### config.mk
export PLATFORM = sky130hd
export DESIGN_NAME = vga_sync_decoder
export DESIGN_NICKNAME = d
export VERILOG_FILES = /design/src/rtl/vga_sync_decoder.sv
export SDC_FILE = /design/constraint.sdc
export NUM_CORES = 1
export LEC_CHECK = 0
export BUFFER_PORTS_ARGS = -buffer_cell sky130_fd_sc_hd__buf_2
export CORE_MARGIN = 3
export CORE_UTILIZATION = 40
export CTS_CLUSTER_SIZE = 40
export DETAILED_ROUTE_END_ITERATION = 6
export HOLD_SLACK_MARGIN = 0.02
export PLACE_DENSITY_LB_ADDON = 0.1
export SKIP_LAST_GASP = 1
export SYNTH_ARGS = -nofsm -noshare
export SYNTH_HDL_FRONTEND = slang
export SYNTH_SLANG_ARGS = --single-unit
### constraint.sdc
create_clock -name clk -period 2.75 [get_ports clk]
set_input_delay 0.55 -clock clk [delete_from_list [all_inputs] [get_ports clk]]
set_output_delay 0.55 -clock clk [all_outputs]
set_load 0.01 [all_outputs]
### src/rtl/vga_sync_decoder.sv
// Recovers pixel position, display_on and lock status from incoming VGA hsync/vsync.
// Define VGA_SYNC_DECODER_STATS_EN to add the measured-period and error-count outputs.
module vga_sync_decoder #(
    parameter int H_VISIBLE    = 640,
    parameter int H_SYNC_START = 656,
    parameter int H_TOTAL      = 800,
    parameter int V_VISIBLE    = 480,
    parameter int V_SYNC_START = 490,
    parameter int V_TOTAL      = 525,
    parameter int LOCK_LINES   = 4
) (
    input  logic        clk,
    input  logic        reset,
    input  logic        hsync,
    input  logic        vsync,
    output logic [9:0]  pos_x,
    output logic [9:0]  pos_y,
    output logic        display_on,
    output logic        locked,
    output logic        frame_start,
    output logic        sync_error
`ifdef VGA_SYNC_DECODER_STATS_EN
    ,
    output logic [11:0] meas_h_period,
    output logic [10:0] meas_v_lines,
    output logic [7:0]  err_count
`endif
);

    localparam int GW = $clog2(LOCK_LINES + 1);

    localparam logic [9:0]    HV_L    = 10'(H_VISIBLE);
    localparam logic [9:0]    HSS_L   = 10'(H_SYNC_START);
    localparam logic [9:0]    HT_M1   = 10'(H_TOTAL - 1);
    localparam logic [9:0]    VV_L    = 10'(V_VISIBLE);
    localparam logic [9:0]    VSS_L   = 10'(V_SYNC_START);
    localparam logic [9:0]    VT_M1   = 10'(V_TOTAL - 1);
    localparam logic [11:0]   HT_L    = 12'(H_TOTAL);
    localparam logic [11:0]   HTO_L   = 12'(2 * H_TOTAL);
    localparam logic [10:0]   VT_L    = 11'(V_TOTAL);
    localparam logic [GW-1:0] GOOD_M1 = GW'(LOCK_LINES - 1);

    typedef enum logic [1:0] {SEARCH, ACQ_H, ACQ_V, LOCKED} state_t;

    state_t          state;
    logic            hs_prev, vs_prev;
    logic [11:0]     h_period;
    logic [10:0]     line_cnt;
    logic [GW-1:0]   good_cnt;
    logic            v_seen;

    logic            h_edge, v_edge, h_good, v_good, timeout;
    logic [9:0]      nx, ny;

    assign h_edge  = hsync && !hs_prev;
    assign v_edge  = vsync && !vs_prev;
    assign h_good  = (h_period == HT_L);
    assign v_good  = (line_cnt == VT_L);
    assign timeout = (state != SEARCH) && (h_period >= HTO_L);

    // Free-running position, snapped to the sync start coordinates on every rising edge.
    always_comb begin
        nx = (pos_x == HT_M1) ? 10'd0 : pos_x + 10'd1;
        ny = pos_y;
        if (h_edge)
            nx = HSS_L;
        if (v_edge)
            ny = VSS_L;
        else if (!h_edge && pos_x == HT_M1)
            ny = (pos_y == VT_M1) ? 10'd0 : pos_y + 10'd1;
    end

    assign display_on = locked && (pos_x < HV_L) && (pos_y < VV_L);

    always_ff @(posedge clk) begin
        if (reset) begin
            state       <= SEARCH;
            hs_prev     <= 1'b1;
            vs_prev     <= 1'b1;
            pos_x       <= '0;
            pos_y       <= '0;
            h_period    <= '0;
            line_cnt    <= '0;
            good_cnt    <= '0;
            v_seen      <= 1'b0;
            locked      <= 1'b0;
            frame_start <= 1'b0;
            sync_error  <= 1'b0;
        end else begin
            hs_prev     <= hsync;
            vs_prev     <= vsync;
            pos_x       <= nx;
            pos_y       <= ny;
            locked      <= (state == LOCKED);
            frame_start <= (state == LOCKED) && (nx == 10'd0) && (ny == 10'd0);
            sync_error  <= 1'b0;

            if (h_edge)
                h_period <= 12'd1;
            else if (h_period != 12'hfff)
                h_period <= h_period + 12'd1;

            if (v_edge)
                line_cnt <= '0;
            else if (h_edge && line_cnt != 11'h7ff)
                line_cnt <= line_cnt + 11'd1;

            // Timeout outranks edge checks; a good h_edge lets a same-cycle v_edge through.
            if (timeout) begin
                state      <= SEARCH;
                sync_error <= 1'b1;
            end else begin
                case (state)
                    SEARCH: if (h_edge) begin
                        state    <= ACQ_H;
                        good_cnt <= '0;
                    end
                    ACQ_H: if (h_edge) begin
                        if (h_good) begin
                            good_cnt <= good_cnt + 1'b1;
                            if (good_cnt == GOOD_M1) begin
                                state  <= ACQ_V;
                                v_seen <= 1'b0;
                            end
                        end else begin
                            good_cnt   <= '0;
                            sync_error <= 1'b1;
                        end
                    end
                    ACQ_V: begin
                        if (h_edge && !h_good) begin
                            state      <= ACQ_H;
                            good_cnt   <= '0;
                            sync_error <= 1'b1;
                        end else if (v_edge) begin
                            if (!v_seen)
                                v_seen <= 1'b1;
                            else if (v_good)
                                state <= LOCKED;
                            else
                                sync_error <= 1'b1;
                        end
                    end
                    LOCKED: begin
                        if (h_edge && !h_good) begin
                            state      <= ACQ_H;
                            good_cnt   <= '0;
                            sync_error <= 1'b1;
                        end else if (v_edge && !v_good) begin
                            state      <= ACQ_V;
                            v_seen     <= 1'b1;
                            sync_error <= 1'b1;
                        end
                    end
                    default: state <= SEARCH;
                endcase
            end
        end
    end

`ifdef VGA_SYNC_DECODER_STATS_EN
    always_ff @(posedge clk) begin
        if (reset) begin
            meas_h_period <= '0;
            meas_v_lines  <= '0;
            err_count     <= '0;
        end else begin
            if (h_edge)
                meas_h_period <= h_period;
            if (v_edge)
                meas_v_lines <= line_cnt;
            if (sync_error && err_count != 8'hff)
                err_count <= err_count + 8'd1;
        end
    end
`endif

endmodule

==> flow_summary_export.csv, run 1 <==
group,metric,value,unit
status,status,"finished, final reports clean",
floorplan,die_h,91.0,microns
worst_hold_path,min_path_type,"in -> reg",
sta,fin_ws,400,ps
sta,rsz0062_at_grt,"false",
routing,via_count,2476,
worst_setup_path,reg2reg_slack,400,ps
worst_setup_path,cp_cell_sequence,"inv_1, ha_1, or4b_4, nor4_4, a2bb2oi_2, o311a_2, nand4_1, nor3_2",
routing,wl_per_cell,13.1,microns
sta,fin_crit,2350,ps
cells_and_area,num_antenna_cells,0,
worst_setup_path,endpoint_kind,"flip-flop",
placement,dp_hpwl,4470,microns
global_routing,grt_pass1_wl,10600,microns
synthesis,synth_most_common_cell,"nor2_1",
routing,postRouteAntennaNets,0,
worst_setup_path,r2r_end,"frame_start",
cells_and_area,nFillCells,714,
clock_network,clock_sinks,54,
placement,port_buffers,27,
synthesis,synth_top_area_cell,"dfxtp_1",
clock_network,clock_latency,300,ps
clock_network,clock_path_buffers,2,
clock_network,cts_buffers,5,
sta,finalSetupViolCount,0,
sta,slew_viol_final,0,
synthesis,synth_area,2890,sq um
synthesis,synth_nets,361,
sta,slew_headroom,0.603,
synthesis,synth.distinct_cells,57,
synthesis,ys_ff_latch,54,
job,drv_cap,0,
synthesis,synth_area_leaders,"dfxtp_1, nor2_1, xor2_1",
worst_setup_path,criticalPathCategory,"reg -> reg",
global_routing,grt_max_degree,23,
floorplan,num_rows,30,
floorplan,die_w,91.0,microns
synthesis,synth_edf_count,0,
placement,pre_cts_ws,431,ps
global_routing,grt-ovfl-total,0,
synthesis,synth_top_area_frac,0.375,
worst_setup_path,crit_buf_inv,1,
worst_setup_path,slowest_stage,"nor4_4",
synthesis,postSynthAreaPerCell,8.29,sq um
cells_and_area,utilization,0.465,
worst_hold_path,min_to,"vs_prev",
cells_and_area,synthToLayoutAreaGrowth,11.3,%
clock_network,post_cts_resize_count,0,
worst_setup_path,startpoint_type,"flip-flop",
routing,finalWirelength,6160,microns
global_routing,antenna_found_initial,0,
power_and_ir_drop,p_per_area,458,nW/um^2
clock_network,root_buffer,"clkbuf_8",
worst_setup_path,crit_required,2980,ps
clock_network,postCtsSetupBuffers,0,
worst_hold_path,min_from,"vsync",
sta,setup_tns,0,ps
sta,worst_pin_slew,595,ps
global_routing,grt_pass1_vias,2272,
synthesis,syn_inst,348,
clock_network,cts_tree,"built",
worst_setup_path,arrival,2580,ps
floorplan,io_pins,28,
synthesis,seq_area_frac_synth,0.375,
power_and_ir_drop,leakage,1.23,nW
sta,fin_skew,12.9,ps
routing,via_per_inst,5.28,
sta,fin_crit_sh,0.854,
worst_setup_path,worstReg2RegStart,"pos_y[0]",
floorplan,initial_utilization,0.418,
clock_network,cts_hold_buf,0,
placement,gp_congestion,0.879,
sta,fmax,0.426,GHz
cells_and_area,fin_nets,385,
synthesis,synth_ff_type,"dfxtp_1",
worst_setup_path,cp_top_family,"simple AND/OR/NAND/NOR gates",
floorplan,fp.dieArea,8270,sq um
sta,finalHoldViolCount,0,
clock_network,htree_num_levels,2,
synthesis,synth_warnings,0,
synthesis,synth_common_cells,"nor2_1, dfxtp_1, nand2_1, a21oi_1, xor2_1",
worst_setup_path,crit_path_max_fanout,9,
worst_setup_path,worstRegToRegCells,8,
worst_hold_path,holdPathStages,2,
routing,first_pass_iters,5,
floorplan,coreArea,6910,sq um
routing,first_iter_violations,106,
cells_and_area,drive_gt1_frac,0.142,
synthesis,synthArstFlopShare,0,
global_routing,grtUsageTotal,0.154,
routing,route.detailed.drc,0,
power_and_ir_drop,ir_worst_vdd,301,uV
worst_setup_path,cpPeakStageDelay,500,ps
clock_network,clk_pin_slew,90,ps
how the worst max path moves through the flow:
stage	start	to	cells after the start
after CTS	pos_y[0]	frame_start	8
after global routing	pos_y[0]	frame_start	8
after detailed placement	pos_x[0]	frame_start	7
final	pos_y[0]	frame_start	8
after floorplan	pos_x[0]	frame_start	8
after global placement	pos_y[0]	frame_start	8
metrics by stage:
stage	hold WS, ps	total power [mW]	instances	area (sq um)
2_1_floorplan	450	0.926	348	2890
3_3_place_gp	465	0.967	461	3110
3_5_place_dp	473	0.967	461	3110
4_1_cts	451	1.49	469	3210
5_1_grt	453	1.54	469	3210
6_report	460	1.47	469	3210
sequential cells by signal, summed over array words and instances, names as in the netlist:
name	cells
frame_start	1
good_cnt	3
h_period	12
hs_prev	1
line_cnt	11
locked	1
pos_x	10
pos_y	10
state	2
sync_error	1
v_seen	1
vs_prev	1
power breakdown:
part	switching, mW	internal (mW)	leakage [nW]
Clock	0.249	0.273	0.0524
Sequential	0.0271	0.800	0.438
Combinational	0.0675	0.0534	0.738
layer usage:
metal	wire length, microns	share of wire	GRT usage
met5	0	0	0
met2	2840	0.46	0.248
met1	3020	0.49	0.210
met4	29	0.0047	0.0364
met3	277	0.045	0.0340
layout make-up:
class / count / area (sq um) / share of cell area
tap: 96 / 120 / 0.0374
clock inverter: 1 / 30.0 / 0.00935
clock buffer: 7 / 76.3 / 0.0238
inverter: 13 / 48.8 / 0.0152
sequential: 54 / 1080 / 0.337
timing repair buffer: 30 / 158 / 0.0491
multi-input combinational: 268 / 1700 / 0.529
worst reg2reg max path, stage by stage, from the launching register on:
cell and delay, ps:
dfxtp_1 400, inv_1 110, ha_1 150, or4b_4 480
nor4_4 500, a2bb2oi_2 180, o311a_2 190, nand4_1 110
nor3_2 170
kinds of logic (layout without fill, tap and decap cells):
family                   count (synthesis)  in the layout  synth area share
AO/OA/AOI/OAI                           59             59             0.135
buffers and inverters                   26             51            0.0373
multiplexers                             4              4            0.0143
adder cells (fa/ha/maj)                  9              9            0.0390
AND/OR/NAND/NOR                        172            172             0.327
XOR/XNOR                                24             24            0.0728
flip-flops                              54             54             0.375
cell usage in the layout, fill, tap and decap left out, types with 4 or more instances in the layout:
master,synthesis,final
buf_2,2,27
nor2_1,55,55
a211oi_1,6,6
nand3_1,14,14
ha_1,9,9
nor3_1,12,12
o21ai_0,5,5
a31oi_1,5,5
clkbuf_8,0,5
and3_1,6,6
nor2b_1,6,6
dfxtp_1,54,54
xnor2_1,8,8
nand4_1,15,15
a21oi_1,21,21
xor2_1,16,16
nand2b_1,6,6
and4_1,4,4
inv_1,13,13
nand2_1,25,25
or2_2,4,4
Note: power is estimated with default switching activity, not from simulation.
==> run 2, diff against run 1 <==
==> constraint.sdc (replaced) <==
create_clock -name clk -period 2.25 [get_ports clk]
set_input_delay 0.45 -clock clk [delete_from_list [all_inputs] [get_ports clk]]
set_output_delay 0.45 -clock clk [all_outputs]
set_load 0.01 [all_outputs]
==> run 2 against run 1 <==
Effect of this change: routed wire length up 5.5%; count of clock-buffer cells in the layout down 1; global-route usage up 0.29 points; combinational power up 45%; fmax up 13%; non-clock buffer count up 21; clock skew down 2.1 ps; critical path depth unchanged; first-iteration DRC count down 3.8%.
==> flow_summary_export.csv, run 2 (same netlist as run 1, synthesis figures left out) <==
group,metric,value,unit
worst_setup_path,crit_required,2490,ps
cells_and_area,synthToLayoutAreaGrowth,17.0,%
global_routing,grtUsageTotal,0.157,
routing,first_pass_iters,4,
worst_setup_path,crit_path_max_fanout,4,
clock_network,htree_num_levels,2,
placement,gp_congestion,0.865,
clock_network,clock_sinks,54,
power_and_ir_drop,ir_worst_vdd,342,uV
global_routing,grt.busiest_layer,"met2",
global_routing,grt.met1_usage,0.216,
floorplan,num_rows,30,
placement,dp_hpwl,4920,microns
worst_setup_path,crit_buf_inv,1,
worst_setup_path,cp_cell_sequence,"inv_1, ha_1, or4b_4, nor4_4, o21ai_1, a21oi_1, nand4_1, nor3_2",
sta,fmax,0.480,GHz
clock_network,clock_latency,300,ps
worst_setup_path,worstRegToRegCells,8,
worst_setup_path,cp_top_family,"simple AND/OR/NAND/NOR gates",
worst_setup_path,r2r_end,"frame_start",
sta,worst_pin_slew,449,ps
status,status,"finished, final reports clean",
cells_and_area,top_register,"h_period",
sta,finalSetupViolCount,0,
worst_hold_path,min_path_type,"in -> reg",
routing,via_per_inst,5.18,
routing,via_count,2540,
sta,slew_headroom,0.698,
global_routing,grt_pass1_wl,11000,microns
floorplan,initial_utilization,0.418,
placement,port_buffers,27,
floorplan,die_w,91.0,microns
sta,fin_skew,10.8,ps
global_routing,grtUsageMet3,0.0273,
placement,place_area,3260,sq um
sta,fin_crit_sh,0.925,
cells_and_area,num_antenna_cells,0,
sta,slew_viol_final,0,
cells_and_area,top_regs,"h_period: 12 flops, line_cnt: 11 flops",
cells_and_area,utilization,0.489,
global_routing,gr-usage-met2,0.258,
worst_setup_path,worstReg2RegStart,"pos_y[0]",
global_routing,grt_max_degree,17,
floorplan,coreArea,6910,sq um
power_and_ir_drop,power.total,1.84,mW
cells_and_area,design_area,3380,sq um
routing,finalWirelength,6500,microns
worst_setup_path,endpoint_kind,"flip-flop",
worst_setup_path,cpPeakStageDelay,480,ps
sta,rsz0062_at_grt,"false",
clock_network,root_buffer,"clkbuf_8",
floorplan,fp.dieArea,8270,sq um
clock_network,cts_buffers,5,
floorplan,io_pins,28,
worst_setup_path,crit_end,"frame_start",
worst_setup_path,path_depth,8,
clock_network,cts_tree,"built",
routing,wl_per_cell,13.3,microns
cells_and_area,fin_nets,406,
clock_network,cts_hold_buf,0,
clock_network,clock_path_buffers,2,
routing,route.detailed.drc,0,
clock_network,clk_pin_slew,100,ps
job,drv_cap,0,
sta,setup_tns,0,ps
sta,holdWs,353,ps
worst_setup_path,startpoint_type,"flip-flop",
worst_setup_path,reg2reg_slack,170,ps
cells_and_area,final_cell_mix,"nor2_1, dfxtp_1, buf_2",
cells_and_area,drive_gt1_frac,0.193,
routing,first_iter_violations,102,
power_and_ir_drop,p_per_area,544,nW/um^2
routing,postRouteAntennaNets,0,
global_routing,grt_pass1_vias,2335,
sta,fin_crit,2080,ps
sta,finalHoldViolCount,0,
worst_setup_path,criticalPathCategory,"reg -> reg",
floorplan,die_h,91.0,microns
worst_setup_path,arrival,2320,ps
global_routing,antenna_found_initial,0,
cells_and_area,largest_reg_flops,12,
worst_setup_path,slowest_stage,"or4b_4",
global_routing,grt-ovfl-total,0,
power_and_ir_drop,leakage,1.34,nW
worst_setup_path,startpoint,"pos_y[0]",
cells_and_area,final_common_cell,"nor2_1",
-- run 2: how the worst min path moves through the flow --
stage | slack, ps | startpoint | to | cells past startpoint
after detailed placement | 480 | good_cnt[1] | good_cnt[1] | 2
final | 350 | vsync | vs_prev | 2
after CTS | 350 | vsync | vs_prev | 2
after floorplan | 450 | good_cnt[1] | good_cnt[1] | 2
after global placement | 460 | good_cnt[1] | good_cnt[1] | 2
after global routing | 350 | vsync | vs_prev | 2
-- run 2: area by class of cell --
| cell class | instances | area [sq um] |
|---|---|---|
| Clock buffer | 6 | 72.6 |
| Clock inverter | 2 | 37.5 |
| Fill cell | 710 | 3530 |
| Inverter | 13 | 48.8 |
| Multi-Input combinational cell | 268 | 1700 |
| Sequential cell | 54 | 1080 |
| Tap cell | 96 | 120 |
| Timing Repair Buffer | 51 | 315 |
-- run 2: what timing repair did --
action | in CTS | in global routing
buffers inserted | 0 | 0
resized for setup | 0 | 1
setup endpoints to repair | 0 | 1
-- run 2: metrics by stage --
stage	setup WS [ps]	std cells
detailed placement	79.8	482
CTS	89.8	490
global route	12.9	490
global placement	130	482
finish	169	490
floorplan	79.5	348
-- run 2: report_power, final --
group	internal (mW)	total [mW]	leakage, nW	switching (mW)
Combinational	0.0807	0.176	0.848	0.0957
Sequential	0.978	1.00	0.438	0.0238
Clock	0.333	0.658	0.0514	0.325
-- run 2: per-layer routing --
layer  vias up  wire length [microns]
met5         -                      0
met4         0                     57
met3         6                    312
met2        64                   3010
met1      1144                   3120
li1       1326                      -
